### src/rtl/cdb_writeback_arbiter.sv
// rtl/cdb_writeback_arbiter.sv - three per-source completion FIFOs feeding two registered CDB ports
// Rotating-priority arbiter grants up to two FIFO heads per cycle; flush discards everything queued.
module cdb_writeback_arbiter #(
  parameter int DATA_LEN = 32,
  parameter int RRF_SEL  = 6,
  parameter int DEPTH    = 2
) (
  input  logic                  clk_i,
  input  logic                  reset_n_i,
  input  logic                  flush_i,
  input  logic [2:0]            src_valid_i,
  input  logic [3*DATA_LEN-1:0] src_data_i,
  input  logic [3*RRF_SEL-1:0]  src_tag_i,
  input  logic [2:0]            src_rrf_we_i,
  output logic [2:0]            src_ready_o,
  output logic                  cdb0_valid_o,
  output logic                  cdb1_valid_o,
  output logic                  cdb0_rrf_we_o,
  output logic                  cdb1_rrf_we_o,
  output logic [RRF_SEL-1:0]    cdb0_tag_o,
  output logic [RRF_SEL-1:0]    cdb1_tag_o,
  output logic [DATA_LEN-1:0]   cdb0_data_o,
  output logic [DATA_LEN-1:0]   cdb1_data_o,
  output logic                  overflow_o
);
  localparam int PW = $clog2(DEPTH);
  localparam int CW = $clog2(DEPTH + 1);
  localparam int EW = DATA_LEN + RRF_SEL + 1;

  logic [EW-1:0]       mem_q [3][DEPTH];
  logic [EW-1:0]       mem_d [3][DEPTH];
  logic [PW-1:0]       wptr_q [3];
  logic [PW-1:0]       wptr_d [3];
  logic [PW-1:0]       rptr_q [3];
  logic [PW-1:0]       rptr_d [3];
  logic [CW-1:0]       cnt_q [3];
  logic [CW-1:0]       cnt_d [3];
  logic [1:0]          rr_q, rr_d;
  logic                overflow_q, overflow_d;
  logic                vld_q [2];
  logic                vld_d [2];
  logic                we_q [2];
  logic                we_d [2];
  logic [RRF_SEL-1:0]  tag_q [2];
  logic [RRF_SEL-1:0]  tag_d [2];
  logic [DATA_LEN-1:0] data_q [2];
  logic [DATA_LEN-1:0] data_d [2];

  logic [2:0]          nonempty;
  logic [EW-1:0]       head [3];
  logic [1:0]          gnt_valid;
  logic [1:0]          gnt_src [2];
  logic [2:0]          push, pop;
  logic [1:0]          last_src;

  always_comb begin
    for (int s = 0; s < 3; s++) begin
      nonempty[s]    = (cnt_q[s] != '0);
      src_ready_o[s] = (cnt_q[s] != CW'(DEPTH));
      head[s]        = mem_q[s][rptr_q[s]];
    end
  end

  // Scan rr, rr+1, rr+2 (mod 3); first two non-empty heads win ports 0 and 1.
  always_comb begin
    logic [2:0] sum;
    logic [1:0] s;
    sum        = '0;
    s          = '0;
    gnt_valid  = '0;
    gnt_src[0] = 2'd0;
    gnt_src[1] = 2'd0;
    for (int k = 0; k < 3; k++) begin
      sum = {1'b0, rr_q} + 3'(k);
      s   = (sum >= 3'd3) ? 2'(sum - 3'd3) : sum[1:0];
      if (nonempty[s]) begin
        if (!gnt_valid[0]) begin
          gnt_valid[0] = 1'b1;
          gnt_src[0]   = s;
        end else if (!gnt_valid[1]) begin
          gnt_valid[1] = 1'b1;
          gnt_src[1]   = s;
        end
      end
    end
  end

  always_comb begin
    mem_d      = mem_q;
    wptr_d     = wptr_q;
    rptr_d     = rptr_q;
    cnt_d      = cnt_q;
    push       = '0;
    pop        = '0;
    overflow_d = overflow_q | (~flush_i & |(src_valid_i & ~src_ready_o));
    last_src   = gnt_valid[1] ? gnt_src[1] : gnt_src[0];
    rr_d       = rr_q;
    if (flush_i) begin
      rr_d = 2'd0;
    end else if (gnt_valid[0]) begin
      rr_d = (last_src == 2'd2) ? 2'd0 : last_src + 2'd1;
    end
    for (int s = 0; s < 3; s++) begin
      push[s] = src_valid_i[s] & src_ready_o[s] & ~flush_i;
      pop[s]  = ((gnt_valid[0] && gnt_src[0] == 2'(s)) ||
                 (gnt_valid[1] && gnt_src[1] == 2'(s))) & ~flush_i;
      if (flush_i) begin
        cnt_d[s]  = '0;
        wptr_d[s] = '0;
        rptr_d[s] = '0;
      end else begin
        if (push[s]) begin
          mem_d[s][wptr_q[s]] = {src_rrf_we_i[s], src_tag_i[s*RRF_SEL +: RRF_SEL],
                                 src_data_i[s*DATA_LEN +: DATA_LEN]};
          wptr_d[s] = wptr_q[s] + PW'(1);
        end
        if (pop[s]) begin
          rptr_d[s] = rptr_q[s] + PW'(1);
        end
        cnt_d[s] = cnt_q[s] + CW'(push[s]) - CW'(pop[s]);
      end
    end
    // Tag/data hold on an idle port; only valid and rrf_we are forced low.
    for (int p = 0; p < 2; p++) begin
      vld_d[p]  = gnt_valid[p] & ~flush_i;
      we_d[p]   = vld_d[p] & head[gnt_src[p]][EW-1];
      tag_d[p]  = tag_q[p];
      data_d[p] = data_q[p];
      if (vld_d[p]) begin
        tag_d[p]  = head[gnt_src[p]][DATA_LEN +: RRF_SEL];
        data_d[p] = head[gnt_src[p]][DATA_LEN-1:0];
      end
    end
  end

  always_ff @(posedge clk_i or negedge reset_n_i) begin
    if (!reset_n_i) begin
      for (int s = 0; s < 3; s++) begin
        for (int e = 0; e < DEPTH; e++) begin
          mem_q[s][e] <= '0;
        end
        wptr_q[s] <= '0;
        rptr_q[s] <= '0;
        cnt_q[s]  <= '0;
      end
      for (int p = 0; p < 2; p++) begin
        vld_q[p]  <= 1'b0;
        we_q[p]   <= 1'b0;
        tag_q[p]  <= '0;
        data_q[p] <= '0;
      end
      rr_q       <= 2'd0;
      overflow_q <= 1'b0;
    end else begin
      mem_q      <= mem_d;
      wptr_q     <= wptr_d;
      rptr_q     <= rptr_d;
      cnt_q      <= cnt_d;
      vld_q      <= vld_d;
      we_q       <= we_d;
      tag_q      <= tag_d;
      data_q     <= data_d;
      rr_q       <= rr_d;
      overflow_q <= overflow_d;
    end
  end

  assign cdb0_valid_o  = vld_q[0];
  assign cdb1_valid_o  = vld_q[1];
  assign cdb0_rrf_we_o = we_q[0];
  assign cdb1_rrf_we_o = we_q[1];
  assign cdb0_tag_o    = tag_q[0];
  assign cdb1_tag_o    = tag_q[1];
  assign cdb0_data_o   = data_q[0];
  assign cdb1_data_o   = data_q[1];
  assign overflow_o    = overflow_q;

endmodule

### config.mk
export PLATFORM = sky130hd
export DESIGN_NAME = cdb_writeback_arbiter
export DESIGN_NICKNAME = d
export VERILOG_FILES = /design/src/rtl/cdb_writeback_arbiter.sv
export SDC_FILE = /design/constraint.sdc
export NUM_CORES = 1
export LEC_CHECK = 0
export BUFFER_PORTS_ARGS = -buffer_cell sky130_fd_sc_hd__buf_2
export CAP_MARGIN = 10
export CORE_MARGIN = 2
export CORE_UTILIZATION = 60
export DETAILED_ROUTE_END_ITERATION = 7
export GPL_ROUTABILITY_DRIVEN = 1
export PLACE_DENSITY_LB_ADDON = 0.25
export SLEW_MARGIN = 30
export SYNTH_ARGS = -nofsm -noshare
export SYNTH_HDL_FRONTEND = slang
export SYNTH_SLANG_ARGS = --single-unit
### constraint.sdc
create_clock -name clk_i -period 4.25 [get_ports clk_i]
set_clock_uncertainty 0.05 [all_clocks]
set_input_delay 1.0625 -clock clk_i [delete_from_list [all_inputs] [get_ports clk_i]]
set_output_delay 1.0625 -clock clk_i [all_outputs]
set_load 0.03 [all_outputs]
==> flow_metrics.env <==
export IMPL_final_cell_mix="326 x dfrtp_1, 319 x mux2_2, 205 x buf_2"
export IMPL_relSlewSlack=0.446
export IMPL_r2r_start="rr_q[1]$_DFFE_PN0P_"
export IMPL_crit_path_start_kind="flip-flop"
export IMPL_globalplace_congestion=0.884
export IMPL_synth_area_top_cells="dfrtp_1 54%, mux2_2 23%, mux2i_1 5.1%, a222oi_1 2.5%, mux2_1 2.2%"
export IMPL_multiInputGateArea_mm2=0.00658
export IMPL_outcome="completed"
export IMPL_drive_gt1_frac=0.467
export IMPL_route_detailed_drc=0
export IMPL_core_mm2=0.0251
export IMPL_grt_max_degree=104
export IMPL_finalSetupViolations=0
export IMPL_synthArstFlopShare=1.00
export IMPL_dpl_worst_slack_ns=1.02
export IMPL_hold_path_class="flip-flop to flip-flop"
export IMPL_max_freq_mhz=311
export IMPL_dieArea_mm2=0.0268
export IMPL_path_clk_slew_ns=0.06
export IMPL_worst_skew_pair_late_latency_ns=0.51
export IMPL_cts_tree="built"
export IMPL_vdd_drop_max_mv=0.617
export IMPL_root_buffer="clkbuf_16"
export IMPL_required_ns=4.54
export IMPL_r2r_slack_ns=1.03
export IMPL_cts_buffers=35
export IMPL_num_vias=10400
export IMPL_crit_start="rr_q[1]$_DFFE_PN0P_"
export IMPL_hold_viol=0
export IMPL_postCtsHoldBufs=0
export IMPL_synth_yosys_seq_area_share=0.537
export IMPL_clk_path_buf_depth=3
export IMPL_routedWlPerCell_um=22.6
export IMPL_synth_edf_count=0
export IMPL_cts_sinks=329
export IMPL_p_leak_uw=0.00815
export IMPL_ys_seq_elements=329
export IMPL_grt_pass1_vias=10900
export IMPL_r2r_end="cdb1_tag_o[5]$_DFFE_PN0P_"
export IMPL_dp_cells=1619
export IMPL_period_share=0.757
export IMPL_ant_nets=0
export IMPL_antenna_found_initial=9
export IMPL_fin_ws_ns=1.03
export IMPL_drv_cap=0
export IMPL_critical_path_peak_fanout=22
export IMPL_grt_pass1_wl_mm=59.5
export IMPL_synth_cell_types=56
export IMPL_max_slew_worst_pin_slew_ns=0.828
export IMPL_netlist_instances=1140
export IMPL_criticalPathCategory="flip-flop to flip-flop"
export IMPL_wl_mm=38.0
export IMPL_drt_iter0_drc=977
export IMPL_seqCellArea_mm2=0.00824
export IMPL_period_needed_ns=3.22
export IMPL_crit_arrival_ns=3.51
export IMPL_die_x_um=164
export IMPL_synth_top_area_share=0.537
export IMPL_firstDrtPassIters=8
export IMPL_crit_path_end="cdb1_tag_o[5]$_DFFE_PN0P_"
export IMPL_yosys_most_used_dff="dfrtp_1"
export IMPL_setup_tns_ns=0
export IMPL_dp_final_hpwl_mm=24.7
export IMPL_reg2reg_depth=8
export IMPL_final_max_slew_viol_count=0
export IMPL_synthesis_area_mm2=0.0153
export IMPL_layout_nets=1457
export IMPL_synth_top_cell_by_area="dfrtp_1"
export IMPL_p_per_area_mw_per_mm2=895
export IMPL_layout_commonest_cell="dfrtp_1"
export IMPL_ios=207
export IMPL_hold_worst_slack_ns=0.416
export IMPL_globalRouteOverflowTotal=0
export IMPL_syn_to_final_growth_pct=16.5
export IMPL_syn_nets=1271
export IMPL_routed_via_density=6.16
export IMPL_cts_setup_buffers=0
export IMPL_avgSynthCellArea_um2=13.4
export IMPL_end_kind="flip-flop"
export IMPL_initial_core_util=0.610
export IMPL_num_rows=58
export IMPL_cts_htree_levels=2
export IMPL_fillers=1795
export IMPL_postCtsResizedCells=0
export IMPL_rsz0062_at_grt="false"
export IMPL_fin_cells=1683
export IMPL_yosys_warnings=0
export IMPL_portBuffers=206
export IMPL_die_y_um=164
export IMPL_globalRouteTotalUtil=0.288
[synthesized netlist by cell type, drive strengths merged (2+ instances only)]
library cell	instances
nor2b	4
a211oi	4
a31oi	2
mux2	349
nand2	12
nand3	3
xnor2	3
ha	8
mux2i	78
a21o	2
nor4	2
o21ai	47
nand3b	3
a32oi	38
or3	2
inv	49
nor2	30
buf	44
and3	2
a222oi	38
clkbuf	40
a21oi	9
xor2	8
a211o	2
nand4	2
nor3	5
or2	4
nand2b	5
dfrtp	329
[per-stage QoR]
stage,cell area (um^2),power (uW),util
2_1_floorplan,15300,10900,-
3_3_place_gp,16700,12600,0.666
3_5_place_dp,16700,12900,0.666
4_1_cts,17800,16000,0.710
5_1_grt,17800,16900,0.711
6_report,17900,16000,0.711
[logic make-up after synthesis]
logic type                 count (synthesis)  share of synthesized area
AOI/OAI and AO/OA                        155                     0.0773
xor gates and xnor gates                  11                    0.00629
adders and majority gates                  9                    0.00718
buffers and inverters                    133                     0.0391
DFF                                      329                      0.537
muxes                                    427                      0.307
and+or+nand+nor                           76                     0.0256
[critical path, stage by stage (launching register included)]
cell	delay [ns]
dfrtp_1	0.40
inv_1	0.06
ha_1	0.45
o21ba_2	0.25
or3_1	0.39
a211o_1	0.34
nor2_4	0.51
buf_4	0.43
a222oi_1	0.16
[metal layers]
| layer | track usage | up-vias | wire [um] |
|---|---|---|---|
| li1 | - | 4567 | - |
| met1 | 0.386 | 5305 | 15800 |
| met2 | 0.472 | 402 | 18400 |
| met3 | 0.0631 | 87 | 2810 |
| met4 | 0.0929 | 6 | 913 |
| met5 | 0 | - | 41 |
[power breakdown]
group / internal [uW] / total (uW) / switching (uW)
Sequential: 4710 / 5690 / 981
Combinational: 3210 / 7280 / 4070
Clock: 1790 / 2990 / 1200
Total: 9720 / 16000 / 6250
[registers in the layout (all words and copies together), names as in the netlist, 2 cells and up]
| signal | flops |
|---|---|
| cdb1_data_o | 32 |
| wptr_q | 3 |
| rr_q | 2 |
| cdb0_tag_o | 6 |
| cnt_q | 6 |
| cdb0_data_o | 32 |
| mem_q | 234 |
| cdb1_tag_o | 6 |
| rptr_q | 3 |
[how the worst min path moves through the flow]
stage / from / to / slack [ns] / cells after the start
floorplan: mem_q[106]$_DFFE_PN0P_ / mem_q[106]$_DFFE_PN0P_ / 0.42 / 1
global placement: overflow_o$_DFF_PN0_ / overflow_o$_DFF_PN0_ / 0.40 / 1
detailed placement: overflow_o$_DFF_PN0_ / overflow_o$_DFF_PN0_ / 0.40 / 1
CTS: overflow_o$_DFF_PN0_ / overflow_o$_DFF_PN0_ / 0.41 / 1
global route: cdb0_data_o[28]$_DFFE_PN0P_ / cdb0_data_o[28]$_DFFE_PN0P_ / 0.45 / 1
finish: overflow_o$_DFF_PN0_ / overflow_o$_DFF_PN0_ / 0.42 / 1
[final cells by class]
| type | count | share of cell area |
|---|---|---|
| clock inverters | 8 | 0.00505 |
| inverters | 49 | 0.0103 |
| multi-input cells | 678 | 0.368 |
| well taps | 330 | 0.0231 |
| flip-flops and latches | 329 | 0.462 |
| diodes | 5 | 0.000701 |
| clock buffers | 51 | 0.0576 |
| repair buffers | 233 | 0.0732 |
(Power assumes the default switching activity.)
